[src/rtl/i2c_regbus_pkg.sv]
// ---------------------------------------------------------------------------
// i2c_regbus_pkg
// Shared constants and types for the I2C / host register-bank arbiter.
//   ADDR_W, DATA_W : register bank address and data widths
//   arbState_t     : arbiter FSM state encoding
//   slotReq_t      : contents of the pending I2C request slot
// ---------------------------------------------------------------------------
package i2c_regbus_pkg;

  localparam int ADDR_W = 8;
  localparam int DATA_W = 8;

  typedef enum logic [2:0] {
    IDLE      = 3'd0,
    ACC_I2C   = 3'd1,
    ACC_HOST  = 3'd2,
    RD_WAIT   = 3'd3,
    HOST_DONE = 3'd4
  } arbState_t;

  typedef struct packed {
    logic              we;
    logic [ADDR_W-1:0] addr;
    logic [DATA_W-1:0] wdata;
  } slotReq_t;

endpackage

[src/rtl/i2c_req_slot.sv]
// ---------------------------------------------------------------------------
// i2c_req_slot
// Single-entry holding slot for I2C strobes.
//   clk, rst        : clock, synchronous active-high reset
//   wrStb, rdStb    : one-cycle strobes from the I2C slave engine
//   addr, wdata     : strobe address / write data
//   grant           : arbiter is consuming the slot this cycle
//   vld             : slot holds a pending request
//   req             : pending request (type, address, data)
//   ovf             : one-cycle pulse, a strobe was dropped
// A strobe is accepted when the slot is empty or is being granted in the
// same cycle. A simultaneous write+read keeps the write and drops the read.
// ---------------------------------------------------------------------------
module i2c_req_slot
  import i2c_regbus_pkg::*;
(
  input  logic              clk,
  input  logic              rst,
  input  logic              wrStb,
  input  logic              rdStb,
  input  logic [ADDR_W-1:0] addr,
  input  logic [DATA_W-1:0] wdata,
  input  logic              grant,
  output logic              vld,
  output slotReq_t          req,
  output logic              ovf
);

  logic anyStb;
  logic accept;

  assign anyStb = wrStb | rdStb;
  assign accept = anyStb & (~vld | grant);

  always_ff @(posedge clk) begin
    if (rst) begin
      vld <= 1'b0;
      ovf <= 1'b0;
    end else begin
      // one pulse covers both the write+read collision and a full slot
      ovf <= (wrStb & rdStb) | (anyStb & ~accept);
      if (accept) begin
        vld <= 1'b1;
      end else if (grant) begin
        vld <= 1'b0;
      end
    end
  end

  // payload is qualified by vld, so it needs no reset
  always_ff @(posedge clk) begin
    if (accept) begin
      req.we    <= wrStb;
      req.addr  <= addr;
      req.wdata <= wdata;
    end
  end

endmodule

[src/rtl/i2c_regbus_arb.sv]
// ---------------------------------------------------------------------------
// i2c_regbus_arb
// Arbitrates a single-port register bank between an I2C slave engine and a
// local host.
//   clk, rst                         : clock, synchronous active-high reset
//   i2c_wr_stb, i2c_rd_stb           : I2C one-cycle strobes
//   i2c_addr, i2c_wdata              : I2C address / write data
//   i2c_rdata, i2c_rvld              : I2C read data and its valid pulse
//   i2c_ovf                          : pulse, an I2C strobe was dropped
//   host_req, host_we                : host request (held until ack), dir
//   host_addr, host_wdata            : host address / write data
//   host_ack, host_rdata             : completion pulse and read data
//   bank_en, bank_we                 : bank access / write enables
//   bank_addr, bank_wdata, bank_rdata: bank address, write and read data
// Optional macro ARB_ROUND_ROBIN_EN: on an I2C/host tie the source that did
// not win the previous tie is served; without it I2C always wins ties.
// Bank read data arrives one cycle after the access cycle (RD_WAIT) and is
// registered into the requester's read-data output at the end of RD_WAIT.
// ---------------------------------------------------------------------------
module i2c_regbus_arb
  import i2c_regbus_pkg::*;
(
  input  logic              clk,
  input  logic              rst,
  input  logic              i2c_wr_stb,
  input  logic              i2c_rd_stb,
  input  logic [ADDR_W-1:0] i2c_addr,
  input  logic [DATA_W-1:0] i2c_wdata,
  output logic [DATA_W-1:0] i2c_rdata,
  output logic              i2c_rvld,
  output logic              i2c_ovf,
  input  logic              host_req,
  input  logic              host_we,
  input  logic [ADDR_W-1:0] host_addr,
  input  logic [DATA_W-1:0] host_wdata,
  output logic              host_ack,
  output logic [DATA_W-1:0] host_rdata,
  output logic              bank_en,
  output logic              bank_we,
  output logic [ADDR_W-1:0] bank_addr,
  output logic [DATA_W-1:0] bank_wdata,
  input  logic [DATA_W-1:0] bank_rdata
);

  arbState_t state;
  logic      srcHost;
  logic      slotVld;
  slotReq_t  slotReq;
  logic      i2cFirst;
  logic      pickI2c;
  logic      pickHost;

`ifdef ARB_ROUND_ROBIN_EN
  logic lastServed;  // 1: I2C won the previous tie, 0: host did
  assign i2cFirst = ~lastServed;
`else
  assign i2cFirst = 1'b1;
`endif

  assign pickI2c  = (state == IDLE) & slotVld & (~host_req | i2cFirst);
  assign pickHost = (state == IDLE) & host_req & ~pickI2c;

  i2c_req_slot u_slot (
    .clk   (clk),
    .rst   (rst),
    .wrStb (i2c_wr_stb),
    .rdStb (i2c_rd_stb),
    .addr  (i2c_addr),
    .wdata (i2c_wdata),
    .grant (pickI2c),
    .vld   (slotVld),
    .req   (slotReq),
    .ovf   (i2c_ovf)
  );

  always_ff @(posedge clk) begin
    if (rst) begin
      state      <= IDLE;
      srcHost    <= 1'b0;
      bank_en    <= 1'b0;
      bank_we    <= 1'b0;
      bank_addr  <= '0;
      bank_wdata <= '0;
      i2c_rdata  <= '0;
      i2c_rvld   <= 1'b0;
      host_rdata <= '0;
      host_ack   <= 1'b0;
`ifdef ARB_ROUND_ROBIN_EN
      lastServed <= 1'b0;
`endif
    end else begin
      bank_en  <= 1'b0;
      bank_we  <= 1'b0;
      i2c_rvld <= 1'b0;
      host_ack <= 1'b0;
      case (state)
        IDLE: begin
          if (pickI2c) begin
            state      <= ACC_I2C;
            srcHost    <= 1'b0;
            bank_en    <= 1'b1;
            bank_we    <= slotReq.we;
            bank_addr  <= slotReq.addr;
            bank_wdata <= slotReq.wdata;
          end else if (pickHost) begin
            state      <= ACC_HOST;
            srcHost    <= 1'b1;
            bank_en    <= 1'b1;
            bank_we    <= host_we;
            bank_addr  <= host_addr;
            bank_wdata <= host_wdata;
          end
        end
        // bank_we still holds the direction of the access in flight
        ACC_I2C: state <= bank_we ? IDLE : RD_WAIT;
        ACC_HOST: begin
          if (bank_we) begin
            state    <= HOST_DONE;
            host_ack <= 1'b1;
          end else begin
            state <= RD_WAIT;
          end
        end
        RD_WAIT: begin
          if (srcHost) begin
            host_rdata <= bank_rdata;
            host_ack   <= 1'b1;
            state      <= HOST_DONE;
          end else begin
            i2c_rdata <= bank_rdata;
            i2c_rvld  <= 1'b1;
            state     <= IDLE;
          end
        end
        // ack cycle: no grant, so a still-high host_req is a fresh request
        HOST_DONE: state <= IDLE;
        default:   state <= IDLE;
      endcase
`ifdef ARB_ROUND_ROBIN_EN
      if ((state == IDLE) && slotVld && host_req) begin
        lastServed <= pickI2c;
      end
`endif
    end
  end

endmodule

[config.mk]
export PLATFORM = sky130hd
export DESIGN_NAME = i2c_regbus_arb
export DESIGN_NICKNAME = d
export VERILOG_FILES = /design/src/rtl/i2c_regbus_pkg.sv /design/src/rtl/i2c_req_slot.sv /design/src/rtl/i2c_regbus_arb.sv
export SDC_FILE = /design/constraint.sdc
export NUM_CORES = 1
export LEC_CHECK = 0
export ABC_AREA = 1
export BUFFER_PORTS_ARGS = -buffer_cell sky130_fd_sc_hd__buf_2
export CORE_MARGIN = 3
export CORE_UTILIZATION = 44
export DETAILED_ROUTE_END_ITERATION = 10
export PLACE_DENSITY = 0.83
export SETUP_SLACK_MARGIN = 0.3
export SLEW_MARGIN = 20
export SYNTH_ARGS = -nofsm -noshare
export SYNTH_HDL_FRONTEND = slang
export SYNTH_SLANG_ARGS = --single-unit
[constraint.sdc]
create_clock -name clk -period 1.7 [get_ports clk]
set_input_delay 0.085 -clock clk [delete_from_list [all_inputs] [get_ports clk]]
set_output_delay 0.085 -clock clk [all_outputs]
set_load 0.005 [all_outputs]
# Yosys cells after proc, flatten, opt, wreduce, memory -nomap -nowiden
# Cells that the tools add are included.
# W data, S select, Z words.
[classes] n_eq_ne=4 muxes=22 bitwise_logic=15 n_reduce_logical=8
[op_table] operator="$mux W8" n=4
[op_table] operator="$mux W3" n=4
[op_table] operator="$pmux W3 S4" n=1
[op_table] operator="$mux W1" n=11
[op_table] operator="$and A1 B1 Y1" n=6
[op_table] operator="$eq A3 B2 Y1 const B" n=2
[op_table] operator="$not A1 Y1" n=6
[op_table] operator="$reduce_and A2 Y1" n=3
[op_table] operator="$reduce_bool A2 Y1" n=2
[op_table] operator="$reduce_or A2 Y1" n=2
[op_table] operator="$eq A3 B1 Y1 const B" n=1
[op_table] operator="$logic_not A3 Y1" n=1
[op_table] operator="$ne A3 B3 Y1 const B" n=1
[op_table] operator="$or A1 B1 Y1" n=3
[op_table] operator="$mux W2" n=1
[op_table] operator="$pmux W1 S2" n=1
[totals] regBits=59 in_bits=46 out_inout_bits=37

# Logic depth before layout (Yosys ltp)
# Gate-level depths: netlist of run 1.
[depth] depth_word=7 depth_mapped=8

# Hierarchy
# Synthesis of run 1 repeated with hierarchy kept, for this count alone.
[hier_totals] hier_cells=284 hier_area_um2=2473.6
[modules_own_cells] mod="i2c_regbus_arb" n_inst=1 cells_each=255 area_per_inst_um2=1880.6 seq_area_each_um2=800.8
[modules_own_cells] mod="i2c_req_slot" n_inst=1 cells_each=29 area_per_inst_um2=593.1 seq_area_each_um2=550.5

# Worst setup path before layout of run 1
# OpenSTA, ideal clock, no wires.
[synth_path] path_kind="register to register" from="reg state[0]" to="reg u_slot.req[0] (netlist name) (enable)" setup_time_ns=0.374 arrival_ns=1.298 setup_slack_ns=0.027 stages_incl_launch_ff=6 n_path_buf=1 cell_sequence="dfxtp_1 -> nor2_4 -> buf_4 -> nand2_1 -> nand2_1 -> o21a_1"
[synth_via] elab_chain_len=4
[synth_rtl] element="from (decl)" line_no="i2c_regbus_arb.sv:45" text="arbState_t state;"
[synth_rtl] element="from (signal assigned)" line_no="i2c_regbus_arb.sv:115" text="ACC_I2C: state <= bank_we ? IDLE : RD_WAIT;"
[synth_rtl] element="$logic_not A3 Y1" line_no="i2c_regbus_arb.sv:60" text="assign pickI2c = (state == IDLE) & slotVld & (~host_req | i2cFirst);"
[synth_rtl] element="$and A1 B1 Y1" line_no="i2c_regbus_arb.sv:60"
[synth_rtl] element="$or A1 B1 Y1" line_no="i2c_req_slot.sv:33" text="assign accept = anyStb & (~vld | grant);"
[synth_rtl] element="$and A1 B1 Y1" line_no="i2c_req_slot.sv:33"
[synth_rtl] element="via u_slot.accept" line_no="i2c_req_slot.sv:30" text="logic accept;"
[synth_rtl] element="to (decl)" line_no="i2c_req_slot.sv:25" text="output slotReq_t req,"
# The timed path passes the listed nets, and every way through them passes these cells.
# A chain may end at the register's enable or synchronous reset.

# Worst setup path after layout of run 1
[layout_path] from="reg state[0]" to="reg i2c_rdata[3]"
[layout_via] elab_chain_len=2
[layout_rtl] element="$eq A3 B2 Y1" line_no="i2c_regbus_arb.sv:96" text="case (state)"
[layout_rtl] element="$reduce_and A2 Y1 (no line)"
[layout_rtl] element="to (signal assigned)" line_no="i2c_regbus_arb.sv:130" text="i2c_rdata <= bank_rdata;"
[layout_rtl] element="to (decl)" line_no="i2c_regbus_arb.sv:29" text="output logic [DATA_W-1:0] i2c_rdata,"
# Every way passes these cells.

==> out/summary.txt, run 1 <==
DR vias/cell: 4.699
Worst-path clk slew: 0.06 ns
vias in the first global route: 2045
post-synthesis sequential area ratio: 56.99%
global routing usage on met2: 30.72%
RSZ-0062 raised after global routing: true
Clock Tree Buf Depth: 2
VDD IR-drop max: 0.7096 mV
synthesized instance count: 282
Worst Setup Start Kind: register
Die W: 79.41 um
Fin Hold WS: 0.005091 ns
Max Cap Viol: 0
Clock Sinks: 59
Synth Register Bits: 59
Routed WL: 5.848 mm
DRT Pass-1 Iters: 4
placed cell area: 2840 um2
die footprint: 6305 um2
worst skew pair latency: 0.32 ns
Max Fclk: 0.7536 GHz
largest net degree at the start of global routing: 25
most common cell after layout, fill and taps aside: buf_2
DIE HEIGHT: 79.41 um
Final nets: 433
GPL Wtd Cong: 0.8332
Root Buffer Master: clkbuf_8
Slew Limit Fails: 0
Crit path arrival time: 1.59 ns
num ports: 83
Tot GR Track Use: 18.89%
fraction of layout cells with a size suffix above 1: 29.08%
post-DP HPWL: 4.038 mm
area leader, netlist: dfxtp_1
Routed WL per cell: 12.66 um
CP endpoint kind: register
total power: 0.004794 W
Final Skew: 0.004658 ns
CTS H-tree depth: 3
Cell variety after synth: 18
Netlist Area Pre-Place: 2371 um2
antenna cells: 0
Synth area leaders: dfxtp_1 35%, edfxtp_1 22%, nor2_1 7.0%, inv_1 6.6%, nand2_1 6.5%
Setup TNS Final: 0 ns
Hold WC Path Type: primary input to register
Port Buf Inserts: 82
Final Cycle Share: 78.05%
DRT iter0 DRCs: 140
Core Box Area: 5172 um2
min Tclk post-route: 1.327 ns
met1 global-route usage: 24.86%
most frequent cells in the layout: 82 x buf_2, 43 x nor2_1, 42 x inv_1
maximum net fanout on the critical path: 8
Cell Pwr Density: 1483 nW/um2
R2R setup slack: 0.37 ns
status: completed
Synth Net Count: 328
Lkg Pwr: 1.653 nW
Final Instance Area: 3233 um2
Mapped Avg Cell Area: 8.408 um2
area delta synth->final: 36.36%
CP required: 1.96 ns
first-pass GRT wire length: 9.321 mm
Initial Util: 45.84%
ANT nets after route: 0
Final setup viols: 0
drt drc: 0
Worst Max-Slew Pin Slew: 0.4683 ns
critical setup path kind: register to register
top cell type's share of synthesized area: 35.46%
hold violation total from the final report: 0
CTS tree: built
grt total ovfl: 0
final worst setup slack: 0.3731 ns
fillers: 451
met3 Track Usage GR: 3.047%
# rows: 26
initial antenna violation count: 0
global route hottest layer: met2
dpl ws: 0.3209 ns
DR vias: 2171
number of buffers created by CTS: 9
Ys Warns: 0
Rel. slew slack: 68.66%
cell families after synthesis:
kind of cell	share of synthesized area [%]
buf+inv	10.08
flops	56.99
simple gates	24.38
compound gates	8.549
worst max-delay path, stage by stage, from the launching register on:
cell     delay [ns]
dfxtp_1        0.40
nand3_1        0.18
nor2_1         0.41
o21ai_0        0.16
nor2_1         0.12
stage by stage:
step	cells	util, %
after floorplan	282	-
after global placement	426	54.91
after detailed placement	426	54.91
after CTS	459	61.73
after global routing	462	62.51
final	462	62.51
worst paths after layout:
| kind | from | end | cells past startpoint |
|---|---|---|---|
| setup reg to reg | state[0]$_SDFFE_PP0P_ | i2c_rdata[3]$_SDFFE_PP0P_ | 4 |
| setup / recovery | state[0]$_SDFFE_PP0P_ | i2c_rdata[3]$_SDFFE_PP0P_ | 4 |
| hold / removal | bank_rdata[0] | host_rdata[0]$_SDFFE_PP0P_ | 3 |
| hold reg to reg | i2c_rdata[7]$_SDFFE_PP0P_ | i2c_rdata[7]$_SDFFE_PP0P_ | 2 |
synthesized netlist by cell type:
master,instances
buf_4,3
nor2_4,1
dfxtp_1,42
o21a_1,1
a21oi_1,20
buf_6,1
edfxtp_1,17
nand3_1,20
nand4_1,18
clkbuf_1,3
nor2_1,44
buf_1,1
buf_2,5
inv_1,42
o21ai_0,19
inv_2,2
nand2_1,41
nand3_4,2
final cells by class:
type / instances / area, um2 / share of cell area [%]
Multi-Input combinational cell: 167 / 810.8 / 25.08
Clock buffer: 14 / 172.7 / 5.341
Sequential cell: 59 / 1353 / 41.83
Timing Repair Buffer: 106 / 633.1 / 19.58
Inverter: 44 / 166.4 / 5.147
Clock inverter: 2 / 10.01 / 0.3096
Tap cell: 70 / 87.58 / 2.709
per-layer routing:
layer	part of all wire (%)	up-vias
li1	-	1127
met2	49	67
met3	4.3	8
met4	1.7	0
met5	0	-
met1	45	969
flip-flops by register name (all words and copies together) (netlist names):
signal,cells
bank_addr,8
bank_en,1
bank_wdata,8
bank_we,1
host_ack,1
host_rdata,8
i2c_rdata,8
i2c_rvld,1
srcHost,1
state,3
u_slot.ovf,1
u_slot.req,17
u_slot.vld,1
power by group:
part / internal, W / switching, W / total [W]
logic: 0.000662 / 0.000983 / 0.00164
clock network: 0.000645 / 0.000499 / 0.00114
registers: 0.00183 / 0.000176 / 0.00200
repair_timing:
action,4_1_cts,5_1_grt
hold endpoints to repair,17,0
hold buffers,17,0
gates cloned,0,1
setup buffers,0,2
setup endpoints to repair,6,38
resized for setup,0,6
Note: power is estimated with default switching activity, not from simulation.
==> run 2: changes to the inputs <==
Settings changed: ABC_AREA 1 to 0, CORE_UTILIZATION 44 to 49, PLACE_DENSITY 0.83 to 0.87.
Clock period 1.7 ns to 1.3 ns, I/O delays scaled along.
==> out/summary.txt, run 2 <==
area delta synth->final: 61.88%
RR Startpoint: state[0]$_SDFFE_PP0P_
Max Cap Viol: 0 (unchanged)
min Tclk post-route: 1.483 ns (+0.1566 ns)
Initial Util: 51.79% (+6.0 points)
Clock Tree Buf Depth: 2 (unchanged)
status: complete, but fails checks
CTS H-tree depth: 3 (unchanged)
CP endpoint kind: register
count leader, synth: nand2_1
Finished Layout Cells: 422 (-8.7%)
GPL Wtd Cong: 0.7616 (-8.6%)
Fin Hold WS: 0.007085 ns (+0.001994 ns)
DR vias: 2375 (+9.4%)
die footprint: 5590 um2 (-11%)
antenna cells: 0 (unchanged)
EDFF count, synth: 17 (unchanged)
Port Buf Inserts: 82 (unchanged)
area leader, netlist: dfxtp_1
Final nets: 411 (-5.1%)
top cell type's share of synthesized area: 36.29% (+0.82 points)
Synth Register Bits: 59 (unchanged)
Root Buffer Master: clkbuf_8
Reg2Reg Depth: 5 (+1)
VDD IR-drop max: 0.9566 mV (+35%)
fillers: 228 (-49%)
failing checks: setup timing
maximum net fanout on the critical path: 10 (+2)
Final setup viols: 42 (+42)
Hold Path End: bank_wdata[0]$_SDFFE_PP0P_
grt total ovfl: 0 (unchanged)
number of buffers created by CTS: 9 (unchanged)
Final Skew: 0.008645 ns (+0.003987 ns)
Hold WC Path Type: primary input to register
DIE HEIGHT: 74.77 um (-5.8%)
Lkg Pwr: 1.602 nW (-3.0%)
fraction of layout cells with a size suffix above 1: 53.78% (+25 points)
max reg flops: 17 (unchanged)
Register Area: 1365 um2 (+0.92%)
Routed WL: 8.167 mm (+40%)
DRT Pass-1 Iters: 4 (unchanged)
share of synthesized registers carrying an async set or reset: 0% (unchanged)
Core Box Area: 4474 um2 (-13%)
# rows: 24 (-7.7%)
RSZ-0062 raised after global routing: true
vias in the first global route: 2423 (+18%)
num ports: 83 (unchanged)
worst skew pair latency: 0.34 ns (+0.02 ns)
hold violation total from the final report: 0 (unchanged)
DR vias/cell: 5.628 (+20%)
Crit path arrival time: 1.72 ns (+0.13 ns)
CTS tree: built
Mapped Avg Cell Area: 10.25 um2 (+22%)
Worst Max-Slew Pin Slew: 0.4076 ns (-0.06074 ns)
Routed WL per cell: 19.35 um (+53%)
Ys Warns: 0 (unchanged)
first-pass GRT wire length: 10.95 mm (+17%)
Synth Net Count: 272 (-17%)
Cell variety after synth: 31 (+13)
Max Fclk: 0.6741 GHz (-11%)
R2R setup slack: -0.18 ns (-0.56 ns)
synthesized instance count: 226 (-20%)
ys flop type: dfxtp_1
Die W: 74.77 um (-5.8%)
Tot GR Track Use: 26.40% (+7.5 points)
placed insts: 369 (-13%)
hold_sp: host_wdata[0]
Rel. slew slack: 72.83% (+4.2 points)
critical setup path kind: register to register
largest net degree at the start of global routing: 20 (-20%)
area of the multi-input gates: 1085 um2 (+34%)
Final Cycle Share: 114.1% (+36 points)
Clock Sinks: 59 (unchanged)
hold depth: 3 (unchanged)
Setup TNS Final: -4.670 ns (-4.670 ns)
post-DP HPWL: 4.254 mm (+5.3%)
most common cell after layout, fill and taps aside: buf_2
ANT nets after route: 0 (unchanged)
Worst-path clk slew: 0.07 ns (about the same)
Reg with most FFs: u_slot.req
RR Endpoint: bank_wdata[5]$_SDFFE_PP0P_
drt drc: 0 (unchanged)
most frequent cells in the layout: 82 x buf_2, 44 x nand2_1, 37 x dfxtp_1
post-synthesis sequential area ratio: 58.32% (+1.3 points)
Worst Setup Start Kind: register
Cell Pwr Density: 1477 nW/um2 (-0.35%)
CP required: 1.54 ns (-0.42 ns)
Slew Limit Fails: 0 (unchanged)
Synth area leaders: dfxtp_1 36%, edfxtp_1 22%, nand2_1 11%, a21oi_1 8.0%, a311oi_2 5.8%
final worst setup slack: -0.1834 ns (-0.5566 ns)
Netlist Area Pre-Place: 2317 um2 (-2.3%)
initial antenna violation count: 0 (unchanged)
Post-synth top cells: 67 x nand2_1, 42 x dfxtp_1, 37 x a21oi_1
DRT iter0 DRCs: 108 (-23%)
==> run 2: changes by cell type after synthesis, moves of 3 or more <==
cell | previous run | this run
a311oi_2 | 0 | 9
a21oi_1 | 20 | 37
nand2_1 | 41 | 67
inv_1 | 42 | 0
buf_2 | 5 | 8
a311oi_1 | 0 | 7
o21ai_0 | 19 | 2
nand4_1 | 18 | 0
nor2_1 | 44 | 7
nand3_1 | 20 | 0
==> run 2: cells by family after synthesis <==
kind of cell              Yosys count  share of synthesized area (%)
DFF                                59                          58.32
and+or+nand+nor                    89                          18.04
AOI/OAI and AO/OA                  57                          17.60
buffers and inverters              18                          4.805
xor gates and xnor gates            1                         0.3780
muxes                               2                         0.8640
==> run 2: critical path, cell delays in order (launching register included) <==
cell and delay, ns:
dfxtp_4 0.37, buf_6 0.13, nor4b_4 0.36, buf_6 0.19
nand2_1 0.08, a311oi_2 0.25
==> run 2: what timing repair did <==
item,4_1_cts,5_1_grt
endpoints found under the hold margin,37,1
hold buffers,29,1
resized for setup,48,39
setup buffers,4,1
gates cloned,2,0
pin swaps,30,11
setup endpoints to repair,58,60
==> run 2: worst max path at each step <==
stage | endpoint | start | slack [ns] | depth (start not counted)
after floorplan | u_slot.req[0]$_DFFE_PP_ | state[0]$_SDFFE_PP0P_ | -0.15 | 3
after global placement | bank_wdata[7]$_SDFFE_PP0P_ | state[0]$_SDFFE_PP0P_ | -0.05 | 4
after detailed placement | bank_addr[3]$_SDFFE_PP0P_ | state[2]$_SDFFE_PP0P_ | -0.13 | 4
after CTS | u_slot.req[2]$_DFFE_PP_ | state[1]$_SDFFE_PP0P_ | -0.10 | 4
after global routing | bank_wdata[1]$_SDFFE_PP0P_ | state[0]$_SDFFE_PP0P_ | -0.24 | 5
final | bank_wdata[5]$_SDFFE_PP0P_ | state[0]$_SDFFE_PP0P_ | -0.18 | 5
==> run 2: per-stage QoR <==
| stage | power [W] | util, % | setup slack [ns] | instance area, um2 |
|---|---|---|---|---|
| 3_5_place_dp | 0.003603 | 65.30 | -0.1341 | 2922 |
| 3_3_place_gp | 0.003538 | 65.30 | -0.05496 | 2922 |
| 6_report | 0.005542 | 83.84 | -0.1834 | 3751 |
| 4_1_cts | 0.005325 | 80.09 | -0.1011 | 3583 |
| 2_1_floorplan | 0.003086 | - | -0.1464 | 2352 |
| 5_1_grt | 0.005789 | 83.84 | -0.2414 | 3751 |
==> run 2: power breakdown <==
| part | total [W] | switching [W] | internal, W |
|---|---|---|---|
| logic | 0.00175 | 0.000872 | 0.000880 |
| registers | 0.00232 | 0.000152 | 0.00216 |
| clock network | 0.00147 | 0.000687 | 0.000787 |
| total | 0.00554 | 0.00171 | 0.00383 |
==> run 2: final cells by class <==
| cell class | instances | area share [%] |
|---|---|---|
| Timing Repair Buffer | 146 | 28.32 |
| Clock buffer | 13 | 4.236 |
| Clock inverter | 3 | 0.4003 |
| Multi-Input combinational cell | 149 | 28.92 |
| Tap cell | 52 | 1.734 |
| Sequential cell | 59 | 36.39 |
==> run 2: routing by layer <==
metal | GRT usage [%] | vias to the layer above | routed length, um
met5 | 0 | - | 0
met2 | 48.59 | 131 | 4373
met3 | 9.479 | 22 | 624
met1 | 26.78 | 1141 | 2982
met4 | 11.26 | 0 | 186
li1 | - | 1081 | -
